File: src/rtl/bisr_pkg.sv
// Shared state type and width/ordering helpers for the BISR proxy select controllers.
// Downstream word muxes import the same spare-base rule so lane ordering always agrees.
package bisr_pkg;

  typedef enum logic [2:0] {
    ST_IDLE,
    ST_COLLECT,
    ST_ALLOCATE,
    ST_DONE,
    ST_FAIL
  } state_e;

  // Index width that never collapses to zero bits for single-entry ranges.
  function automatic int idx_w(input int n);
    return (n > 1) ? $clog2(n) : 1;
  endfunction

  function automatic int lane_w(input int num_lanes);
    return idx_w(num_lanes);
  endfunction

  function automatic int sel_w(input int num_lanes, input int num_spares);
    return idx_w(num_lanes + num_spares);
  endfunction

  // Spare lanes occupy the mux inputs directly after the primaries.
  function automatic int spare_base(input int num_lanes);
    return num_lanes;
  endfunction

endpackage

File: src/rtl/bisr_remap_table.sv
// Per-lane remap register file: synchronous clear, single write port, combinational read.
module bisr_remap_table #(
  parameter int DEPTH  = 4,
  parameter int DATA_W = 3,
  parameter int IDX_W  = 2
) (
  input  logic              clk,
  input  logic              rst,
  input  logic              clr,
  input  logic              we,
  input  logic [IDX_W-1:0]  widx,
  input  logic [DATA_W-1:0] wdata,
  input  logic [IDX_W-1:0]  ridx,
  output logic [DATA_W-1:0] rdata
);

  logic [DATA_W-1:0] mem_q [DEPTH];

  generate
    for (genvar gi = 0; gi < DEPTH; gi++) begin : g_entry
      always_ff @(posedge clk) begin
        if (rst || clr) begin
          mem_q[gi] <= '0;
        end else if (we && (int'(widx) == gi)) begin
          mem_q[gi] <= wdata;
        end
      end
    end
  endgenerate

  assign rdata = mem_q[ridx];

endmodule

File: src/rtl/bisr_proxy_sel_ctrl.sv
// Collects BIST lane faults, assigns spare lanes one lane per cycle and answers
// lane lookups with a registered select for the downstream weight-proxy word mux.
module bisr_proxy_sel_ctrl
  import bisr_pkg::*;
#(
  parameter  int NUM_LANES  = 4,
  parameter  int NUM_SPARES = 2,
  localparam int LANE_W     = lane_w(NUM_LANES),
  localparam int SEL_W      = sel_w(NUM_LANES, NUM_SPARES),
  localparam int CNT_W      = idx_w(NUM_SPARES + 1)
) (
  input  logic                 clk,
  input  logic                 rst,
  input  logic                 start_repair,
  input  logic                 fault_valid,
  input  logic [LANE_W-1:0]    fault_lane,
  input  logic                 collect_done,
  output logic                 busy,
  output logic                 repair_done,
  output logic                 repair_fail,
  output logic [CNT_W-1:0]     spares_used,
  output logic [NUM_LANES-1:0] fault_map,
  input  logic                 lookup_valid,
  input  logic [LANE_W-1:0]    lookup_lane,
  output logic                 sel_valid,
  output logic [SEL_W-1:0]     out_sel,
  output logic                 lookup_err
);

  state_e               state_q, state_d;
  logic [NUM_LANES-1:0] fault_map_q, fault_map_d;
  logic [CNT_W-1:0]     ptr_q, ptr_d;
  logic [LANE_W-1:0]    scan_q, scan_d;
  logic                 fail_q, fail_d;
  logic                 lane_fail;
  logic                 tbl_clr, tbl_we;
  logic [SEL_W-1:0]     tbl_wdata, tbl_rdata;
  logic                 sel_valid_q, lookup_err_q, lookup_err_d;
  logic [SEL_W-1:0]     out_sel_q, out_sel_d;
  logic                 fault_in_range, lookup_in_range, scan_last;

  assign fault_in_range  = int'(fault_lane) < NUM_LANES;
  assign lookup_in_range = int'(lookup_lane) < NUM_LANES;
  assign scan_last       = int'(scan_q) == (NUM_LANES - 1);

  bisr_remap_table #(
    .DEPTH  (NUM_LANES),
    .DATA_W (SEL_W),
    .IDX_W  (LANE_W)
  ) u_remap (
    .clk   (clk),
    .rst   (rst),
    .clr   (tbl_clr),
    .we    (tbl_we),
    .widx  (scan_q),
    .wdata (tbl_wdata),
    .ridx  (lookup_lane),
    .rdata (tbl_rdata)
  );

  always_comb begin
    state_d     = state_q;
    fault_map_d = fault_map_q;
    ptr_d       = ptr_q;
    scan_d      = scan_q;
    fail_d      = fail_q;
    lane_fail   = 1'b0;
    tbl_clr     = 1'b0;
    tbl_we      = 1'b0;
    tbl_wdata   = SEL_W'(spare_base(NUM_LANES) + int'(ptr_q));
    if (start_repair) begin
      // Restart from any state; an in-flight allocation is abandoned.
      state_d     = ST_COLLECT;
      fault_map_d = '0;
      ptr_d       = '0;
      scan_d      = '0;
      fail_d      = 1'b0;
      tbl_clr     = 1'b1;
    end else begin
      case (state_q)
        ST_COLLECT: begin
          if (fault_valid && fault_in_range) begin
            fault_map_d[fault_lane] = 1'b1;
          end
          if (collect_done) begin
            state_d = ST_ALLOCATE;
            scan_d  = '0;
          end
        end
        ST_ALLOCATE: begin
          if (fault_map_q[scan_q]) begin
            if (int'(ptr_q) < NUM_SPARES) begin
              tbl_we = 1'b1;
              ptr_d  = ptr_q + CNT_W'(1);
            end else begin
              lane_fail = 1'b1;
              fail_d    = 1'b1;
            end
          end
          // The scan always visits every lane so the fail decision sees them all.
          if (scan_last) begin
            state_d = (fail_q || lane_fail) ? ST_FAIL : ST_DONE;
          end else begin
            scan_d = scan_q + LANE_W'(1);
          end
        end
        default: ;
      endcase
    end
  end

  always_comb begin
    out_sel_d    = out_sel_q;
    lookup_err_d = 1'b0;
    if (lookup_valid) begin
      if (!lookup_in_range) begin
        out_sel_d    = '0;
        lookup_err_d = 1'b1;
      end else if ((state_q == ST_DONE) && fault_map_q[lookup_lane]) begin
        out_sel_d = tbl_rdata;
      end else begin
        out_sel_d = SEL_W'(lookup_lane);
      end
    end
  end

  always_ff @(posedge clk) begin
    if (rst) begin
      state_q      <= ST_IDLE;
      fault_map_q  <= '0;
      ptr_q        <= '0;
      scan_q       <= '0;
      fail_q       <= 1'b0;
      sel_valid_q  <= 1'b0;
      out_sel_q    <= '0;
      lookup_err_q <= 1'b0;
    end else begin
      state_q      <= state_d;
      fault_map_q  <= fault_map_d;
      ptr_q        <= ptr_d;
      scan_q       <= scan_d;
      fail_q       <= fail_d;
      sel_valid_q  <= lookup_valid;
      out_sel_q    <= out_sel_d;
      lookup_err_q <= lookup_err_d;
    end
  end

  assign busy        = (state_q == ST_COLLECT) || (state_q == ST_ALLOCATE);
  assign repair_done = state_q == ST_DONE;
  assign repair_fail = state_q == ST_FAIL;
  assign spares_used = ptr_q;
  assign fault_map   = fault_map_q;
  assign sel_valid   = sel_valid_q;
  assign out_sel     = out_sel_q;
  assign lookup_err  = lookup_err_q;

endmodule

File: config.mk
export PLATFORM = sky130hd
export DESIGN_NAME = bisr_proxy_sel_ctrl
export DESIGN_NICKNAME = d
export VERILOG_FILES = /design/src/rtl/bisr_pkg.sv /design/src/rtl/bisr_remap_table.sv /design/src/rtl/bisr_proxy_sel_ctrl.sv
export SDC_FILE = /design/constraint.sdc
export NUM_CORES = 1
export LEC_CHECK = 0
export CORE_ASPECT_RATIO = 0.9
export CORE_MARGIN = 2
export CORE_UTILIZATION = 48
export DETAILED_ROUTE_END_ITERATION = 7
export PLACE_DENSITY_LB_ADDON = 0.15
export SLEW_MARGIN = 25
export SYNTH_ARGS = -nofsm -noshare
export SYNTH_HDL_FRONTEND = slang
export SYNTH_SLANG_ARGS = --single-unit
File: constraint.sdc
create_clock -name clk -period 5 [get_ports clk]
set_input_delay 1 -clock clk [delete_from_list [all_inputs] [get_ports clk]]
set_output_delay 1 -clock clk [all_outputs]
set_load 0.05 [all_outputs]
==> flow_metrics.tcl <==
set metrics [dict create \
    clock_latency_ns 0.34 \
    postCtsResizedCells 0 \
    htreeDepth 1 \
    drcViolationCount 0 \
    fin_nets 163 \
    met1_usage_pct 23.4 \
    power_uw 450 \
    synth_area_mm2 0.00135 \
    grtUsageMet2_pct 31.7 \
    synth_cell_types 42 \
    placedInstanceArea_mm2 0.00158 \
    finalWorstPathRequiredPeriod_ns 3.24 \
    async_flop_share_pct 0 \
    setup_tns_ns 0 \
    grt_usage_pct 18.3 \
    synth_mux_area_share_pct 8.08 \
    p_seq_share_pct 55.4 \
    yosysSeqAreaShare_pct 49.8 \
    cp_top_family "buffers and inverters" \
    die_area_mm2 0.00325 \
    regToRegSetupSlack_ns 3.07 \
    start_util_pct 49.9 \
    diodes 0 \
    path_depth 3 \
    synth_compound_area_share_pct 12.7 \
    slowest_delay_ns 0.79 \
    grt_max_degree 17 \
    worst_r2r_path_depth 3 \
    num_rows 18 \
    grt_pass1_wl_mm 4.35 \
    report.final.slew_viol_count 0 \
    ys_seq_elements 28 \
    skew_ns 0.0145 \
    met3_usage_pct 4.96 \
    setup_violations 0 \
    worstPathArrival_ns 2.24 \
    power.leakage_uw 0.000599 \
    vias_per_cell 5.61 \
    syn_inst 125 \
    cp_max_fo 7 \
    internal_power_uw 347 \
    yosys_warnings 0 \
    layout-drive-gt1-share_pct 13.5 \
    cp_slowest_cell "clkdlybuf4s50_1" \
    outcome "finished, final reports clean" \
    root_buffer "clkbuf_4" \
    synth_flop_cell "dfxtp_1" \
    wl_mm 2.64 \
    synth_fa_ha_area_share_pct 3.71 \
    postRouteAntennaNets 0 \
    grt_pass1_vias 912 \
    maxCapViolCount 0 \
    die_h_um 54.3 \
    synth_edf_count 11 \
    cts.sinks 28 \
    stdcell_area_mm2 0.00163 \
    cp_num_buf_inv 1 \
    ir_drop_v 0.000172 \
    hold_violations 0 \
    cts_hold_buf 0 \
    vias 999 \
    io_pins 24 \
    portBuffers 22 \
    final_cell_mix "22 x clkdlybuf4s50_1, 17 x dfxtp_1, 11 x nor2_1, 11 x edfxtp_1, 9 x a21oi_1" \
    rsz0062_at_grt "false" \
    p_per_area_mw_per_mm2 276 \
    drt_iter0_drc 59 \
    dpl.hpwl_mm 1.99 \
    drt_first_pass_iters 4 \
    numCtsBuffers 3 \
    slew_headroom_pct 64.1 \
    clk_path_buf_depth 2 \
    synth_top_family_by_area "simple AND/OR/NAND/NOR gates" \
    clkPwrFrac_pct 33.6 \
    hp-class "flip-flop to flip-flop" \
    syn_to_final_growth_pct 21.3 \
    max_freq_ghz 0.309 \
    syn_area_per_cell_um2 10.8 \
    layout_worst_path_cycle_share_pct 64.8 \
    post-cts-setup-buffers 0 \
    die_w_um 59.9 \
    power.switching_uw 103 \
    min_delay_path_depth 2 \
    required_ns 4.00 \
    top_usage_layer "met2" \
    cp-end-kind "primary output" \
    cts_tree "yes" \
    wl_per_cell_um 14.8 \
    gp_congestion 0.809 \
    critPathKind "flip-flop to primary output" \
    clkTransAtPathRegs_ns 0.16 \
    critPathLaunchType "flip-flop" \
    comb_power_share_pct 11.0 \
    synthXorXnorAreaFrac_pct 1.30 \
    core_mm2 0.00270 \
    cp_cell_sequence "nor3b_1 -> or2_2 -> clkdlybuf4s50_1" \
    p_sw_share_pct 22.9 \
    overflow 0 \
    tightest_slew_ns 0.537 \
    layout_commonest_cell "clkdlybuf4s50_1" \
    synthSimpleGateAreaFrac_pct 20.4 \
    antenna_found_initial 0 \
]
-- layout make-up --
class                           count  area (µm²)
Fill cell                         233        1070
Clock inverter                      1        30.0
Sequential cell                    28         671
Inverter                            3        11.3
Timing Repair Buffer               22         220
Tap cell                           30        37.5
Multi-Input combinational cell     91         642
Clock buffer                        3        22.5
-- Yosys cell counts, types with 2 or more instances --
cell type	instances	area share [%]
a211o_2	4	3.0
a211oi_1	2	1.1
a21oi_1	9	3.3
and3_1	4	1.9
and3_2	3	1.7
clkbuf_1	4	1.1
dfxtp_1	17	25
edfxtp_1	11	25
ha_1	4	3.7
inv_1	3	0.84
mux2i_1	3	2.2
mux4_2	3	5.0
nand2_1	7	2.0
nand2b_1	4	1.9
nand3_1	5	1.9
nor2_1	11	3.1
nor3_1	2	0.74
nor3b_1	2	1.1
o22ai_1	2	0.93
or2_2	2	0.93
xnor2_1	2	1.3
-- tightest hold or removal path: stages (launching register included) --
cell and delay [ns]:
dfxtp_1 0.34, nand2b_1 0.06, a21oi_1 0.06
-- cell families after synthesis --
logic type	count (synthesis)
flops	28
xor+xnor	2
fa+ha+maj	4
buf+inv	10
compound gates	25
mux	7
simple gates	48
other cells	1
-- stage by stage --
stage	util, %	std cells	setup WS (ns)	hold WS, ns
2_1_floorplan	-	129	2.43	0.444
4_1_cts	60.5	178	1.74	0.484
6_report	60.5	178	1.76	0.482
3_3_place_gp	58.5	174	2.20	0.457
3_5_place_dp	58.5	174	2.12	0.465
5_1_grt	60.5	178	1.61	0.507
-- routing by layer --
metal,routed length [µm],vias up
met3,101,5
met2,1290,19
met5,0,-
li1,-,497
met4,17,0
met1,1230,478
-- state kept, by name (all words and copies together), names as in the netlist --
register       count
u_remap.mem_q     12
fault_map          4
out_sel            3
state_q            3
scan_q             2
spares_used        2
fail_q             1
sel_valid          1
-- final timing paths --
path,from,to
setup / recovery,state_q[0]$_SDFFE_PP0P_,busy
hold / removal,out_sel[2]$_SDFFE_PP0P_,out_sel[2]$_SDFFE_PP0P_
setup reg to reg,scan_q[0]$_SDFFE_PP0P_,u_remap.mem_q[3][2]$_DFFE_PP_
hold reg to reg,out_sel[2]$_SDFFE_PP0P_,out_sel[2]$_SDFFE_PP0P_
-- power groups by stage --
stage                     sequential [µW]  combinational (µW)  clock (µW)
after floorplan                       260                25.3           0
after global placement                254                49.1           0
after detailed placement              255                49.3           0
after CTS                             250                49.5         152
after global routing                  250                54.0         161
final                                 249                49.6         151
Power figures use the tool's default switching activity.
